==> config.mk <==
export PLATFORM = sky130hd
export DESIGN_NAME = if_fetch_unit
export DESIGN_NICKNAME = d
export VERILOG_FILES = /design/src/rtl/if_fetch_unit_pkg.sv /design/src/rtl/if_fetch_unit_skid_buf.sv /design/src/rtl/if_fetch_unit.sv
export SDC_FILE = /design/constraint.sdc
export NUM_CORES = 1
export LEC_CHECK = 0
export BUFFER_PORTS_ARGS = -buffer_cell sky130_fd_sc_hd__buf_2
export CORE_ASPECT_RATIO = 0.5
export CORE_MARGIN = 3
export CORE_UTILIZATION = 57
export CTS_BUF_LIST = sky130_fd_sc_hd__clkbuf_8
export DETAILED_ROUTE_END_ITERATION = 8
export HOLD_SLACK_MARGIN = 0.05
export PLACE_DENSITY = 0.88
export SYNTH_ARGS = -nofsm -noshare
export SYNTH_HDL_FRONTEND = slang
export SYNTH_HIERARCHICAL = 1
export SYNTH_SLANG_ARGS = --single-unit
==> constraint.sdc <==
create_clock -name clk -period 11.9 [get_ports clk]
set_clock_uncertainty 0.15 [all_clocks]
set_input_delay 1.785 -clock clk [delete_from_list [all_inputs] [get_ports clk]]
set_output_delay 1.785 -clock clk [all_outputs]
set_load 0.05 [all_outputs]
==> src/rtl/if_fetch_unit_pkg.sv <==
// Shared types and constants for the instruction-fetch stage.
package if_fetch_unit_pkg;

    localparam int unsigned IF_TO_ID_WD = 65;
    localparam int unsigned BR_WD       = 33;
    localparam logic [31:0] RESET_PC    = 32'hBFC0_0000;

    typedef enum logic [1:0] {
        S_REQ  = 2'd0,
        S_WAIT = 2'd1,
        S_HOLD = 2'd2
    } fetch_state_e;

    typedef struct packed {
        logic        valid;
        logic [31:0] pc;
        logic [31:0] inst;
    } fetch_entry_t;

    // Sequential PC, modulo 2^32.
    function automatic logic [31:0] pc_next(input logic [31:0] pc);
        return pc + 32'd4;
    endfunction

endpackage

==> src/rtl/if_fetch_unit_skid_buf.sv <==
// Two-entry out/hold buffer between the fetch port and ID, with
// whole-buffer flush and selective invalidate-by-pc for branches.
module if_fetch_unit_skid_buf
    import if_fetch_unit_pkg::*;
(
    input  logic         clk,
    input  logic         resetn,
    input  logic         pop,
    input  logic         kill_all,
    input  logic         kill_other,
    input  logic [31:0]  keep_pc,
    input  logic         push,
    input  logic [31:0]  push_pc,
    input  logic [31:0]  push_inst,
    output fetch_entry_t out_entry,
    output logic         hold_valid_next
);

    fetch_entry_t out_q, out_d;
    fetch_entry_t hold_q, hold_d;

    // Order matters: pop, then invalidate survivors, then compact, then
    // append the new word so it always lands behind older kept entries.
    always_comb begin
        out_d  = out_q;
        hold_d = hold_q;
        if (pop && out_q.valid) begin
            out_d  = hold_q;
            hold_d = '0;
        end
        if (kill_all) begin
            out_d  = '0;
            hold_d = '0;
        end else if (kill_other) begin
            if (out_d.pc != keep_pc) begin
                out_d = '0;
            end
            if (hold_d.pc != keep_pc) begin
                hold_d = '0;
            end
        end
        if (!out_d.valid && hold_d.valid) begin
            out_d  = hold_d;
            hold_d = '0;
        end
        if (push) begin
            if (!out_d.valid) begin
                out_d = '{valid: 1'b1, pc: push_pc, inst: push_inst};
            end else begin
                hold_d = '{valid: 1'b1, pc: push_pc, inst: push_inst};
            end
        end
    end

    // Buffer registers.
    always_ff @(posedge clk or negedge resetn) begin
        if (!resetn) begin
            out_q  <= '0;
            hold_q <= '0;
        end else begin
            out_q  <= out_d;
            hold_q <= hold_d;
        end
    end

    assign out_entry       = out_q;
    assign hold_valid_next = hold_d.valid;

endmodule

==> src/rtl/if_fetch_unit.sv <==
// MIPS IF stage: owns the fetch PC, drives the instruction SRAM port,
// buffers returned words and hands {valid, pc, inst} to ID. Honours the
// branch delay slot and supports flush-with-new-PC.
module if_fetch_unit #(
    parameter logic [31:0] RESET_PC = if_fetch_unit_pkg::RESET_PC
) (
    input  logic                                   clk,
    input  logic                                   resetn,
    input  logic                                   id_allowin,
    input  logic [if_fetch_unit_pkg::BR_WD-1:0]    br_bus,
    input  logic                                   flush,
    input  logic [31:0]                            flush_pc,
    output logic                                   inst_sram_req,
    output logic [31:0]                            inst_sram_addr,
    input  logic                                   inst_sram_addr_ok,
    input  logic                                   inst_sram_data_ok,
    input  logic [31:0]                            inst_sram_rdata,
    output logic [if_fetch_unit_pkg::IF_TO_ID_WD-1:0] if_to_id_bus
);

    import if_fetch_unit_pkg::*;

    fetch_state_e state_q, state_d;
    logic [31:0]  fetch_pc_q, fetch_pc_d;
    logic [31:0]  inflight_pc_q, inflight_pc_d;
    logic [31:0]  redirect_pc_q, redirect_pc_d;
    logic [31:0]  last_pc_q, last_pc_d;
    logic         redirect_valid_q, redirect_valid_d;
    logic         cancel_q, cancel_d;

    fetch_entry_t out_entry;
    logic         hold_valid_next;
    logic         req_int;
    logic         br_e;
    logic [31:0]  br_addr;
    logic         br_take;
    logic [31:0]  slot_pc;
    logic         req_fire;
    logic         resp_fire;
    logic         pending;
    logic [31:0]  pending_pc;
    logic         slot_unreq;
    logic         push;
    logic         pop;

    assign br_e       = br_bus[32];
    assign br_addr    = br_bus[31:0];
    assign br_take    = br_e && id_allowin && !flush;
    assign slot_pc    = pc_next(last_pc_q);
    assign req_int    = (state_q == S_REQ);
    assign req_fire   = req_int && inst_sram_addr_ok;
    assign resp_fire  = (state_q == S_WAIT) && inst_sram_data_ok;
    // A request accepted this cycle counts as in flight; one completing
    // this cycle does not.
    assign pending    = req_fire || ((state_q == S_WAIT) && !inst_sram_data_ok);
    assign pending_pc = req_fire ? fetch_pc_q : inflight_pc_q;
    assign slot_unreq = !req_fire && (fetch_pc_q == slot_pc);
    assign push       = resp_fire && !cancel_q && !flush
                        && !(br_take && (inflight_pc_q != slot_pc));
    assign pop        = id_allowin && out_entry.valid;

    if_fetch_unit_skid_buf u_skid_buf (
        .clk             (clk),
        .resetn          (resetn),
        .pop             (pop),
        .kill_all        (flush),
        .kill_other      (br_take),
        .keep_pc         (slot_pc),
        .push            (push),
        .push_pc         (inflight_pc_q),
        .push_inst       (inst_sram_rdata),
        .out_entry       (out_entry),
        .hold_valid_next (hold_valid_next)
    );

    // FSM state register.
    always_ff @(posedge clk or negedge resetn) begin
        if (!resetn) begin
            state_q <= S_REQ;
        end else begin
            state_q <= state_d;
        end
    end

    // FSM next state; flush overrides normal sequencing.
    always_comb begin
        state_d = state_q;
        if (flush) begin
            state_d = pending ? S_WAIT : S_REQ;
        end else begin
            unique case (state_q)
                S_REQ:   if (inst_sram_addr_ok) state_d = S_WAIT;
                S_WAIT:  if (inst_sram_data_ok) state_d = hold_valid_next ? S_HOLD : S_REQ;
                S_HOLD:  if (!hold_valid_next) state_d = S_REQ;
                default: state_d = S_REQ;
            endcase
        end
    end

    // FSM outputs; request is held low while reset is asserted.
    always_comb begin
        inst_sram_req  = req_int && resetn;
        inst_sram_addr = inst_sram_req ? fetch_pc_q : '0;
        if_to_id_bus   = out_entry;
    end

    // PC, redirect and cancel bookkeeping.
    always_comb begin
        fetch_pc_d       = fetch_pc_q;
        inflight_pc_d    = inflight_pc_q;
        redirect_valid_d = redirect_valid_q;
        redirect_pc_d    = redirect_pc_q;
        last_pc_d        = last_pc_q;
        cancel_d         = cancel_q;
        if (pop) begin
            last_pc_d = out_entry.pc;
        end
        if (resp_fire) begin
            cancel_d = 1'b0;
        end
        if (req_fire) begin
            inflight_pc_d    = fetch_pc_q;
            fetch_pc_d       = redirect_valid_q ? redirect_pc_q : pc_next(fetch_pc_q);
            redirect_valid_d = 1'b0;
        end
        if (flush) begin
            fetch_pc_d       = flush_pc;
            redirect_valid_d = 1'b0;
            cancel_d         = pending;
        end else if (br_take) begin
            if (pending && (pending_pc != slot_pc)) begin
                cancel_d = 1'b1;
            end
            // Slot not yet issued: fetch it first, then jump.
            if (slot_unreq) begin
                redirect_valid_d = 1'b1;
                redirect_pc_d    = br_addr;
            end else begin
                fetch_pc_d       = br_addr;
                redirect_valid_d = 1'b0;
            end
        end
    end

    // Datapath registers.
    always_ff @(posedge clk or negedge resetn) begin
        if (!resetn) begin
            fetch_pc_q       <= RESET_PC;
            inflight_pc_q    <= '0;
            redirect_valid_q <= 1'b0;
            redirect_pc_q    <= '0;
            last_pc_q        <= '0;
            cancel_q         <= 1'b0;
        end else begin
            fetch_pc_q       <= fetch_pc_d;
            inflight_pc_q    <= inflight_pc_d;
            redirect_valid_q <= redirect_valid_d;
            redirect_pc_q    <= redirect_pc_d;
            last_pc_q        <= last_pc_d;
            cancel_q         <= cancel_d;
        end
    end

endmodule

==> results of run 1 <==
-- cells by family after synthesis --
kind of cell    after synthesis
xor+xnor                    141
compound gates              493
fa+ha+maj                     2
simple gates                643
flops                       262
mux                          84
buf+inv                     214
-- flip-flops by register name, indices dropped and copies added (netlist names) --
name	flops
state_q	2
u_skid_buf/out_entry	65
redirect_valid_q	1
fetch_pc_q	32
last_pc_q	32
redirect_pc_q	32
cancel_q	1
inflight_pc_q	32
u_skid_buf/hold_q	65
-- worst max path at each step --
stage	from	end	slack, ns	cells after the start
6_report	id_allowin	u_skid_buf/out_entry[34]	5.18	16
3_3_place_gp	id_allowin	u_skid_buf/hold_q[58]	5.13	17
4_1_cts	id_allowin	u_skid_buf/out_entry[34]	5.44	16
3_5_place_dp	id_allowin	u_skid_buf/out_entry[29]	4.86	16
2_1_floorplan	id_allowin	u_skid_buf/out_entry[46]	6.34	15
5_1_grt	last_pc_q[9]	u_skid_buf/out_entry[35]	4.92	15
-- area by class of cell --
class | instances | area [µm²]
clock buffer | 53 | 729
fill | 2393 | 10300
sequential | 262 | 6570
inverter | 74 | 278
multi-input combinational | 1363 | 9600
tap | 391 | 489
timing repair buffer | 224 | 1190
clock inverter | 14 | 87.6
-- power breakdown --
group          internal, µW  switching, µW  leakage (µW)
Sequential              981            214       0.00349
Combinational           352            575       0.00475
Clock                   418            373      0.000459
-- through the flow --
| step | area, µm² | util (%) |
|---|---|---|
| floorplan | 17000 | - |
| global placement | 18100 | 62.0 |
| detailed placement | 18100 | 62.0 |
| CTS | 18900 | 64.8 |
| global route | 18900 | 64.8 |
| finish | 18900 | 64.8 |
-- cell usage after synthesis (10+ instances only) --
| cell type | number |
|---|---|
| clkbuf_1 | 97 |
| and3_1 | 21 |
| nor4_1 | 34 |
| a2bb2oi_1 | 64 |
| nor2_1 | 59 |
| nand3_1 | 50 |
| o211ai_1 | 16 |
| a22o_1 | 69 |
| dfrtp_1 | 253 |
| mux2_1 | 30 |
| mux2i_1 | 11 |
| or3_1 | 14 |
| o22ai_1 | 17 |
| and2_1 | 64 |
| xor2_1 | 64 |
| and4_1 | 12 |
| mux2_2 | 43 |
| a21oi_1 | 101 |
| a211oi_1 | 10 |
| buf_6 | 12 |
| buf_2 | 24 |
| nand2_1 | 169 |
| nor3_1 | 35 |
| o21ai_0 | 65 |
| nand4_1 | 40 |
| inv_1 | 72 |
| a31oi_1 | 10 |
| nand2b_1 | 72 |
| nor2b_1 | 29 |
| xnor2_1 | 70 |
| a221o_1 | 23 |
-- layer usage --
layer / wire, µm / GRT usage, %
met3: 7050 / 8.41
met5: 13 / 0
met4: 2500 / 14.9
met1: 24100 / 50.8
met2: 25300 / 53.1
-- worst max-delay path, delay by kind of cell --
family / cells / cell delay (ns)
AND/OR/NAND/NOR: 5 / 2.28
AO/OA/AOI/OAI: 5 / 1.03
buffers and inverters: 6 / 1.85
==> metrics.md, run 1 <==
| Metric | Value |
|---|---|
| Yosys reg bits | `262` |
| Clock Path Buffers | `3` |
| Leakage power | `0.00869 µW` |
| Initial DRC count | `2668` |
| Clock-pin slew on the worst setup and hold paths | `0.06 ns` |
| Synthesized instance count | `1839` |
| TritonCTS buffer count | `40` |
| HP Start | `redirect_pc_q[1]` |
| Fin. Hold Viols | `0` |
| Die X | `251 µm` |
| Die height | `128 µm` |
| Post-synthesis adder-cell area fraction | `0.147%` |
| # Post-CTS Setup Buffers | `0` |
| Total Power | `2910 µW` |
| Fin crit share | `56.5%` |
| Average size of a mapped cell | `9.27 µm²` |
| Overall routing resource usage | `35.9%` |
| Slowest stage delay, CP | `0.84 ns` |
| Vias/cell | `6.83` |
| Post-Synth Simple-Gate Area | `20.8%` |
| Hold EP | `redirect_pc_q[1]` |
| Fraction of registers with async set/reset | `100%` |
| Max-cap violation count | `0` |
| Setup Viol. Count Final | `0` |
| Post-synth EDFFs | `0` |
| Number of global-route vias before repair | `15200` |
| Synth top area cells | `dfrtp_1 (37%), nand2_1 (3.7%), xnor2_1 (3.6%)` |
| Worst r2r path cells | `15` |
| Layout cells sized above 1 | `18.8%` |
| Synth Area in XOR/XNOR | `7.83%` |
| GRT overflow | `0` |
| Slowest cell on crit path | `nor3_4` |
| Largest family of logic cells by synthesized area | `compound AO/OA/AOI/OAI gates` |
| Antenna violations before repair | `1` |
| Crit path cell chain | `buf_2, nand2_1, buf_4, clkinv_1, buf_4, and2_1, buf_4, nand4_1, o211ai_1, o21ai_0, nor4b_1, a21oi_1, nor3_4, buf_4, a21oi_1, a2bb2oi_1` |
| Final GP Congestion | `0.986` |
| Register area share after synthesis | `38.5%` |
| Synth Area in Compound Gates | `21.7%` |
| Initial core utilization | `58.3%` |
| Tightest Pin Transition | `1.26 ns` |
| Cell area after synthesis | `17000 µm²` |
| DRT Pass-1 Iters | `7` |
| Max-slew violation total from the final report | `0` |
| Crit path time final | `6.72 ns` |
| Max IR drop VDD | `0.0677 mV` |
| WL final | `59000 µm` |
| Largest net degree at the start of global routing | `74` |
| Ys flop type | `dfrtp_1` |
| DP Cell Count | `2314` |
| Slew margin rel. | `15.7%` |
| Global-route wire length before repair | `89900 µm` |
| Run status | `completed` |
| Setup total negative slack | `0 ns` |
| Critical Path AT | `7.03 ns` |
| Ports | `201` |
| Vias post-DR | `16300` |
| Most common cell after layout, fill and taps aside | `dfrtp_1` |
| Drt drc | `0` |
| Final nets | `2070` |
| Synth warnings | `6` |
| Mux share of post-synthesis cell area | `5.47%` |
| Post-DP HPWL | `41400 µm` |
| Post-synth top area cell | `dfrtp_1` |
| CP Class | `in -> reg` |
| Flop-to-flop setup slack | `5.21 ns` |
| Type of origin of the critical path | `input pin` |
| Area grow syn2layout | `11.1%` |
| H-tree levels | `2` |
| HP Class | `reg -> reg` |
| N_diodes | `0` |
| Core Area | `29200 µm²` |
| Most used cell, CP | `buf_4` |
| Port Buffers | `200` |
| Reg2reg start | `last_pc_q[9]` |
| Unrepaired setup endpoints after global routing | `no` |
| Worst Setup End Kind | `register` |
| Critical path data required time | `12.21 ns` |
| Die area | `32100 µm²` |
| Post-synth top area share | `37.1%` |
| CTS Root Cell | `clkbuf_8` |
| Synth cell types | `92` |
| CTS tree | `yes` |
| Clk Latency, worst-skew pair | `0.57 ns` |
| Fmax | `149 MHz` |
| Post-cts sizing count | `0` |
| Syn Nets | `1944` |
| Post-route ant nets | `0` |
| CTS Sinks | `262` |
| Std-Cell Rows | `44` |
| Final setup margin | `5.18 ns` |
| CP Max Fanout | `42` |
| Hold-fix buffers at CTS | `0` |
| R2r endpoint | `u_skid_buf/out_entry[34]` |
| Dpl ws | `4.86 ns` |
| WHS Path Cells | `1` |
| Commonest non-fill, non-tap cells in the layout | `dfrtp_1 (252), buf_2 (199), nand2_1 (168)` |
| WHS | `0.336 ns` |
| Routed length per instance | `24.8 µm` |
| Non-filler instance count after layout | `2381` |
| Power Dens Cells | `154 nW/µm²` |
No activity file was read; power rests on OpenSTA's default activity.
==> run 2: changes to the inputs <==
Clock period 11.9 ns to 6.6 ns, I/O delays scaled along.
==> metrics.md, run 2 (synthesis results as in run 1) <==
| Metric | Value |
|---|---|
| Area grow syn2layout | `11.8%` |
| CTS Sinks | `262 (unchanged)` |
| TritonCTS buffer count | `41 (+2.5%)` |
| Slowest cell on crit path | `nor2_1` |
| Die X | `251 µm (unchanged)` |
| Worst r2r path cells | `15 (unchanged)` |
| Fmax | `163 MHz` |
| Final setup margin | `0.468 ns (-4.71 ns)` |
| Max-cap violation count | `0 (unchanged)` |
| Critical path origin | `last_pc_q[2]` |
| Type of origin of the critical path | `register` |
| Dpl ws | `0.669 ns (-4.19 ns)` |
| DRT Pass-1 Iters | `8 (+1)` |
| Fin crit share | `92.9%` |
| CTS tree | `yes` |
| Max-slew violation total from the final report | `0 (unchanged)` |
| Drt drc | `0 (unchanged)` |
| # Post-CTS Setup Buffers | `0 (unchanged)` |
| Vias post-DR | `16200 (-0.092%)` |
| Crit path time final | `6.13 ns` |
| Setup total negative slack | `0 ns (unchanged)` |
| H-tree levels | `2 (unchanged)` |
| HP Class | `in -> async` |
| Run status | `completed` |
| Final GP Congestion | `1.03 (+4.7%)` |
| Overall routing resource usage | `36.3% (+0.42 points)` |
| Total Power | `5250 µW (+80%)` |
| Vias/cell | `6.77 (-0.92%)` |
| Leakage power | `0.00876 µW (+0.85%)` |
| Initial DRC count | `2324 (-13%)` |
| Unrepaired setup endpoints after global routing | `no` |
| Number of global-route vias before repair | `15500 (+1.9%)` |
| Die height | `128 µm (unchanged)` |
| Antenna violations before repair | `3 (+2)` |
| Post-DP HPWL | `42600 µm (+2.9%)` |
| Critical path data required time | `6.90 ns (-5.31 ns)` |
| CP Max Fanout | `32 (-24%)` |
| WL final | `59200 µm (+0.38%)` |
| Ports | `201 (unchanged)` |
| Clk Latency, worst-skew pair | `0.59 ns (+0.02 ns)` |
| Post-cts sizing count | `0 (unchanged)` |
| Setup Viol. Count Final | `0 (unchanged)` |
| Reg2reg start | `last_pc_q[2]` |
| Routed length per instance | `24.6 µm (-0.46%)` |
| Global-route wire length before repair | `90900 µm (+1.1%)` |
| Clock Path Buffers | `3 (unchanged)` |
| Commonest non-fill, non-tap cells in the layout | `dfrtp_1 (252), buf_2 (199), nand2_1 (168)` |
| Die area | `32100 µm² (unchanged)` |
| Std-Cell Rows | `44 (unchanged)` |
| Critical Path AT | `6.43 ns (-0.60 ns)` |
| Port Buffers | `200 (unchanged)` |
| Initial core utilization | `58.3% (unchanged)` |
| CP endpoint | `u_skid_buf/hold_q[43]` |
| CP Class | `reg -> reg` |
| Fin. Hold Viols | `0 (unchanged)` |
| Flop-to-flop setup slack | `0.47 ns (-4.74 ns)` |
| Tightest Pin Transition | `1.01 ns (-0.253 ns)` |
| Slowest stage delay, CP | `0.81 ns (-0.03 ns)` |
| Worst Setup End Kind | `register` |
| Final nets | `2085 (+0.72%)` |
| Slew margin rel. | `32.8% (+17 points)` |
| R2r endpoint | `u_skid_buf/hold_q[43]` |
| Power Dens Cells | `275 nW/µm² (+79%)` |
| Post-route ant nets | `0 (unchanged)` |
| Max IR drop VDD | `0.137 mV (+100%)` |
| CTS Root Cell | `clkbuf_8` |
| Hold-fix buffers at CTS | `0 (unchanged)` |
| Largest net degree at the start of global routing | `79 (+6.8%)` |
| Layout cells sized above 1 | `19.3% (+0.53 points)` |
| GRT overflow | `0 (unchanged)` |
| Core Area | `29200 µm² (unchanged)` |
| Clock-pin slew on the worst setup and hold paths | `0.08 ns (+0.02 ns)` |
| Crit path cell chain | `ha_1, nand4_1, nor2_1, and3_1, xnor2_1, xnor2_1, or4_1, or4_1, o21ai_1, inv_1, o32ai_4, buf_4, a2111oi_4, buf_4, a22o_1` |
| Most common cell after layout, fill and taps aside | `dfrtp_1` |
-- run 2: cell count changes in the layout (fill, tap and decap cells not counted) --
cell and delta:
buf_12 +1, buf_4 +13, clkbuf_8 -3, clkinv_2 +1
clkinvlp_4 +3, diode_2 +2, inv_1 +4, inv_6 -1
-- run 2: worst min-delay path by stage --
stage                                    to  slack, ns  cells past startpoint
floorplan                 redirect_pc_q[26]       0.30                      1
global placement           redirect_pc_q[1]       0.31                      1
detailed placement         redirect_pc_q[5]       0.33                      1
CTS                 u_skid_buf/out_entry[7]       0.23                      1
global route        u_skid_buf/out_entry[7]       0.25                      1
finish              u_skid_buf/out_entry[7]       0.23                      1
-- run 2: layout make-up --
type / instances / area (µm²)
antenna: 2 / 5.00
clock buffer: 50 / 688
clock inverter: 21 / 121
fill: 2401 / 10200
inverter: 74 / 278
multi-input combinational: 1363 / 9600
sequential: 262 / 6570
tap: 391 / 489
timing repair buffer: 238 / 1310
-- run 2: report_power, final --
part           total (µW)  internal (µW)  leakage [µW]  switching [µW]
Sequential           2140           1770       0.00349             370
Clock                1410            724      0.000459             690
Combinational        1690            640       0.00482            1050
-- run 2: critical path: cells and delay by family (launching register included) --
family	cells	cell delay (ns)
DFF	1	0.52
buffers and inverters	3	0.86
xor gates and xnor gates	2	0.40
AOI/OAI and AO/OA	4	1.17
and+or+nand+nor	5	2.58
adders and majority gates	1	0.27
-- run 2: layer usage --
metal	part of all wire [%]	routed length (µm)	global-route usage (%)	vias up
li1	-	-	-	7044
met1	41	24300	50.1	7914
met2	43	25400	54.3	1101
met3	12	7040	10.1	186
met4	4.1	2410	14.9	0
met5	0	0	0	-
-- run 2: metrics by stage --
step           instance area, µm²  hold WS (ns)  cells  utilization, %
6_report                    19100         0.233   2401            65.2
5_1_grt                     19100         0.246   2401            65.2
4_1_cts                     19100         0.232   2399            65.2
3_5_place_dp                18200         0.327   2328            62.4
3_3_place_gp                18200         0.313   2328            62.4
2_1_floorplan               17000         0.301   1839               -
==> run 3: changes to the inputs <==
Settings changed: HOLD_SLACK_MARGIN 0.05 to unset, RECOVER_POWER set to 50.
==> metrics.md, run 3 (synthesis results as in run 1) <==
| Metric | Value |
|---|---|
| Run status | `finished, violations left` |
| Violated checks | `max-capacitance violations, max-slew violations` |
| Max-cap violation count | `4 (+4)` |
| Crit path cell chain | `ha_1, nand4_1, nor2_1, and3_1, xnor2_1, xnor2_1, or4_1, or4_1, o21ai_1, inv_1, o32ai_4, buf_4, a2111oi_4, buf_4, a22o_1` |
| Routed length per instance | `24.8 µm (+0.49%)` |
| Fin area | `19000 µm² (-0.37%)` |
| Antenna violations before repair | `3 (unchanged)` |
| Commonest non-fill, non-tap cells in the layout | `dfrtp_1 (252), nand2_1 (168), buf_2 (158)` |
| Std-Cell Rows | `44 (unchanged)` |
| Total Power | `5240 µW (about the same)` |
| CTS Root Cell | `clkbuf_8` |
| HP Class | `in -> async` |
| Slew margin rel. | `-177% (-210 points)` |
| CTS tree | `yes` |
| Critical Path AT | `6.41 ns (-0.02 ns)` |
| Final nets | `2085 (unchanged)` |
| Most common cell after layout, fill and taps aside | `dfrtp_1` |
| Delay-heaviest family, CP | `simple AND/OR/NAND/NOR gates` |
| Worst r2r path cells | `15 (unchanged)` |
| Seq pwr share | `40.8% (about the same)` |
| GRT overflow | `0 (unchanged)` |
| Worst Setup End Kind | `register` |
| Area grow syn2layout | `11.4%` |
| Most crowded layer after global routing | `met2` |
| Global-route wire length before repair | `90900 µm (unchanged)` |
| Max IR drop VDD | `0.138 mV (+0.41%)` |
| Drt drc | `0 (unchanged)` |
| Vias post-DR | `16300 (+0.59%)` |
| Fmax | `164 MHz (+0.44%)` |
| Setup Viol. Count Final | `0 (unchanged)` |
| Die area | `32100 µm² (unchanged)` |
| DRT Pass-1 Iters | `6 (-2)` |
| Critical path depth | `15 (unchanged)` |
| Setup total negative slack | `0 ns (unchanged)` |
| Die X | `251 µm (unchanged)` |
| Met2 Use GR | `54.3% (unchanged)` |
| Met1 GRT Util | `50.1% (unchanged)` |
| Port Buffers | `200 (unchanged)` |
| Flop-to-flop setup slack | `0.49 ns (+0.03 ns)` |
| Hold-fix buffers at CTS | `0 (unchanged)` |
| P_sw | `2120 µW (+0.27%)` |
| Clock Path Buffers | `3 (unchanged)` |
| Ports | `201 (unchanged)` |
| TritonCTS buffer count | `41 (unchanged)` |
| H-tree levels | `2 (unchanged)` |
| CP Class | `reg -> reg` |
| Initial core utilization | `58.3% (unchanged)` |
| Reg2reg start | `last_pc_q[2]` |
| Clock-pin slew on the worst setup and hold paths | `0.08 ns (about the same)` |
| Unrepaired setup endpoints after global routing | `no` |
| Layout cells sized above 1 | `16.8% (-2.5 points)` |
| WL final | `59500 µm (+0.49%)` |
| Crit path time final | `6.11 ns (-0.0270 ns)` |
| Core Area | `29200 µm² (unchanged)` |
| Critical path data required time | `6.90 ns (about the same)` |
| Vias/cell | `6.81 (+0.59%)` |
| Initial DRC count | `2399 (+3.2%)` |
| Area post-placement | `18200 µm² (unchanged)` |
| Clk Latency, worst-skew pair | `0.59 ns (about the same)` |
| M3 GR Usage | `10.1% (unchanged)` |
| Slowest stage delay, CP | `0.80 ns (about the same)` |
| Die height | `128 µm (unchanged)` |
| Number of global-route vias before repair | `15500 (unchanged)` |
| Leakage power | `0.00858 µW (-2.1%)` |
| Logic pwr share | `32.1% (-0.2 points)` |
| Tightest Pin Transition | `4.16 ns (+3.15 ns)` |
| Overall routing resource usage | `36.3% (unchanged)` |
| Post-cts sizing count | `0 (unchanged)` |
| Fin. Hold Viols | `0 (unchanged)` |
| Clock power frac | `27.0% (about the same)` |
| R2r endpoint | `u_skid_buf/hold_q[43]` |
| Filler cell count | `2438 (+1.5%)` |
| Switching Share | `40.4% (+0.14 points)` |
| Max-slew violation total from the final report | `233 (+233)` |
| Post-DP HPWL | `42600 µm (unchanged)` |
| Fin crit share | `92.5% (-0.41 points)` |
| Final GP Congestion | `1.03 (unchanged)` |
| Int Power | `3120 µW (-0.29%)` |
| Type of origin of the critical path | `register` |
| Worst path bufs/invs | `3 (unchanged)` |
| CP Max Fanout | `32 (unchanged)` |
| Power Dens Cells | `276 nW/µm² (+0.30%)` |
| Post-route ant nets | `0 (unchanged)` |
| CTS Sinks | `262 (unchanged)` |
| Largest net degree at the start of global routing | `79 (unchanged)` |
| Slowest cell on crit path | `nor2_1` |
| # Post-CTS Setup Buffers | `0 (unchanged)` |
run 3: how the worst max path moves through the flow:
stage,slack (ns),from,to
global placement,0.69,last_pc_q[2],u_skid_buf/hold_q[38]
CTS,0.66,last_pc_q[2],u_skid_buf/hold_q[5]
global route,0.31,last_pc_q[2],u_skid_buf/out_entry[53]
detailed placement,0.67,last_pc_q[2],u_skid_buf/hold_q[32]
floorplan,1.83,id_allowin,u_skid_buf/out_entry[46]
finish,0.49,last_pc_q[2],u_skid_buf/hold_q[43]
run 3: per-stage QoR:
step	worst slack [ns]	utilization, %	instances	hold WS [ns]
4_1_cts	0.657	65.2	2399	0.232
3_5_place_dp	0.669	62.4	2328	0.327
3_3_place_gp	0.687	62.4	2328	0.313
5_1_grt	0.306	65.0	2401	0.245
2_1_floorplan	1.83	-	1839	0.301
6_report	0.495	65.0	2401	0.228
run 3: worst register-to-register path: stages (launching register included):
cell       delay [ns]
dfrtp_1          0.51
ha_1             0.27
nand4_1          0.35
nor2_1           0.80
and3_1           0.35
xnor2_1          0.29
xnor2_1          0.10
or4_1            0.53
or4_1            0.54
o21ai_1          0.50
inv_1            0.29
o32ai_4          0.33
buf_4            0.32
a2111oi_4        0.10
buf_4            0.27
a22o_1           0.26
run 3: cell type report:
cell class	instances	area (µm²)	area share, %
clock buffer	50	688	3.62
inverter	74	278	1.46
multi-input combinational	1363	9600	50.6
clock inverter	21	121	0.639
timing repair buffer	238	1240	6.52
sequential	262	6570	34.6
tap	391	489	2.58
antenna	2	5.00	0.0264
run 3: layer usage:
layer | up-vias | routed length, µm
met5 | - | 0
met1 | 7975 | 24200
li1 | 7048 | -
met3 | 196 | 7290
met4 | 0 | 2440
met2 | 1122 | 25500
run 3: power groups by stage:
| stage | registers [µW] | clock network (µW) | logic (µW) |
|---|---|---|---|
| 5_1_grt | 2160 | 1500 | 1800 |
| 2_1_floorplan | 2060 | 0 | 1170 |
| 3_5_place_dp | 2140 | 0 | 1640 |
| 3_3_place_gp | 2140 | 0 | 1620 |
| 6_report | 2140 | 1420 | 1690 |
| 4_1_cts | 2120 | 1420 | 1660 |
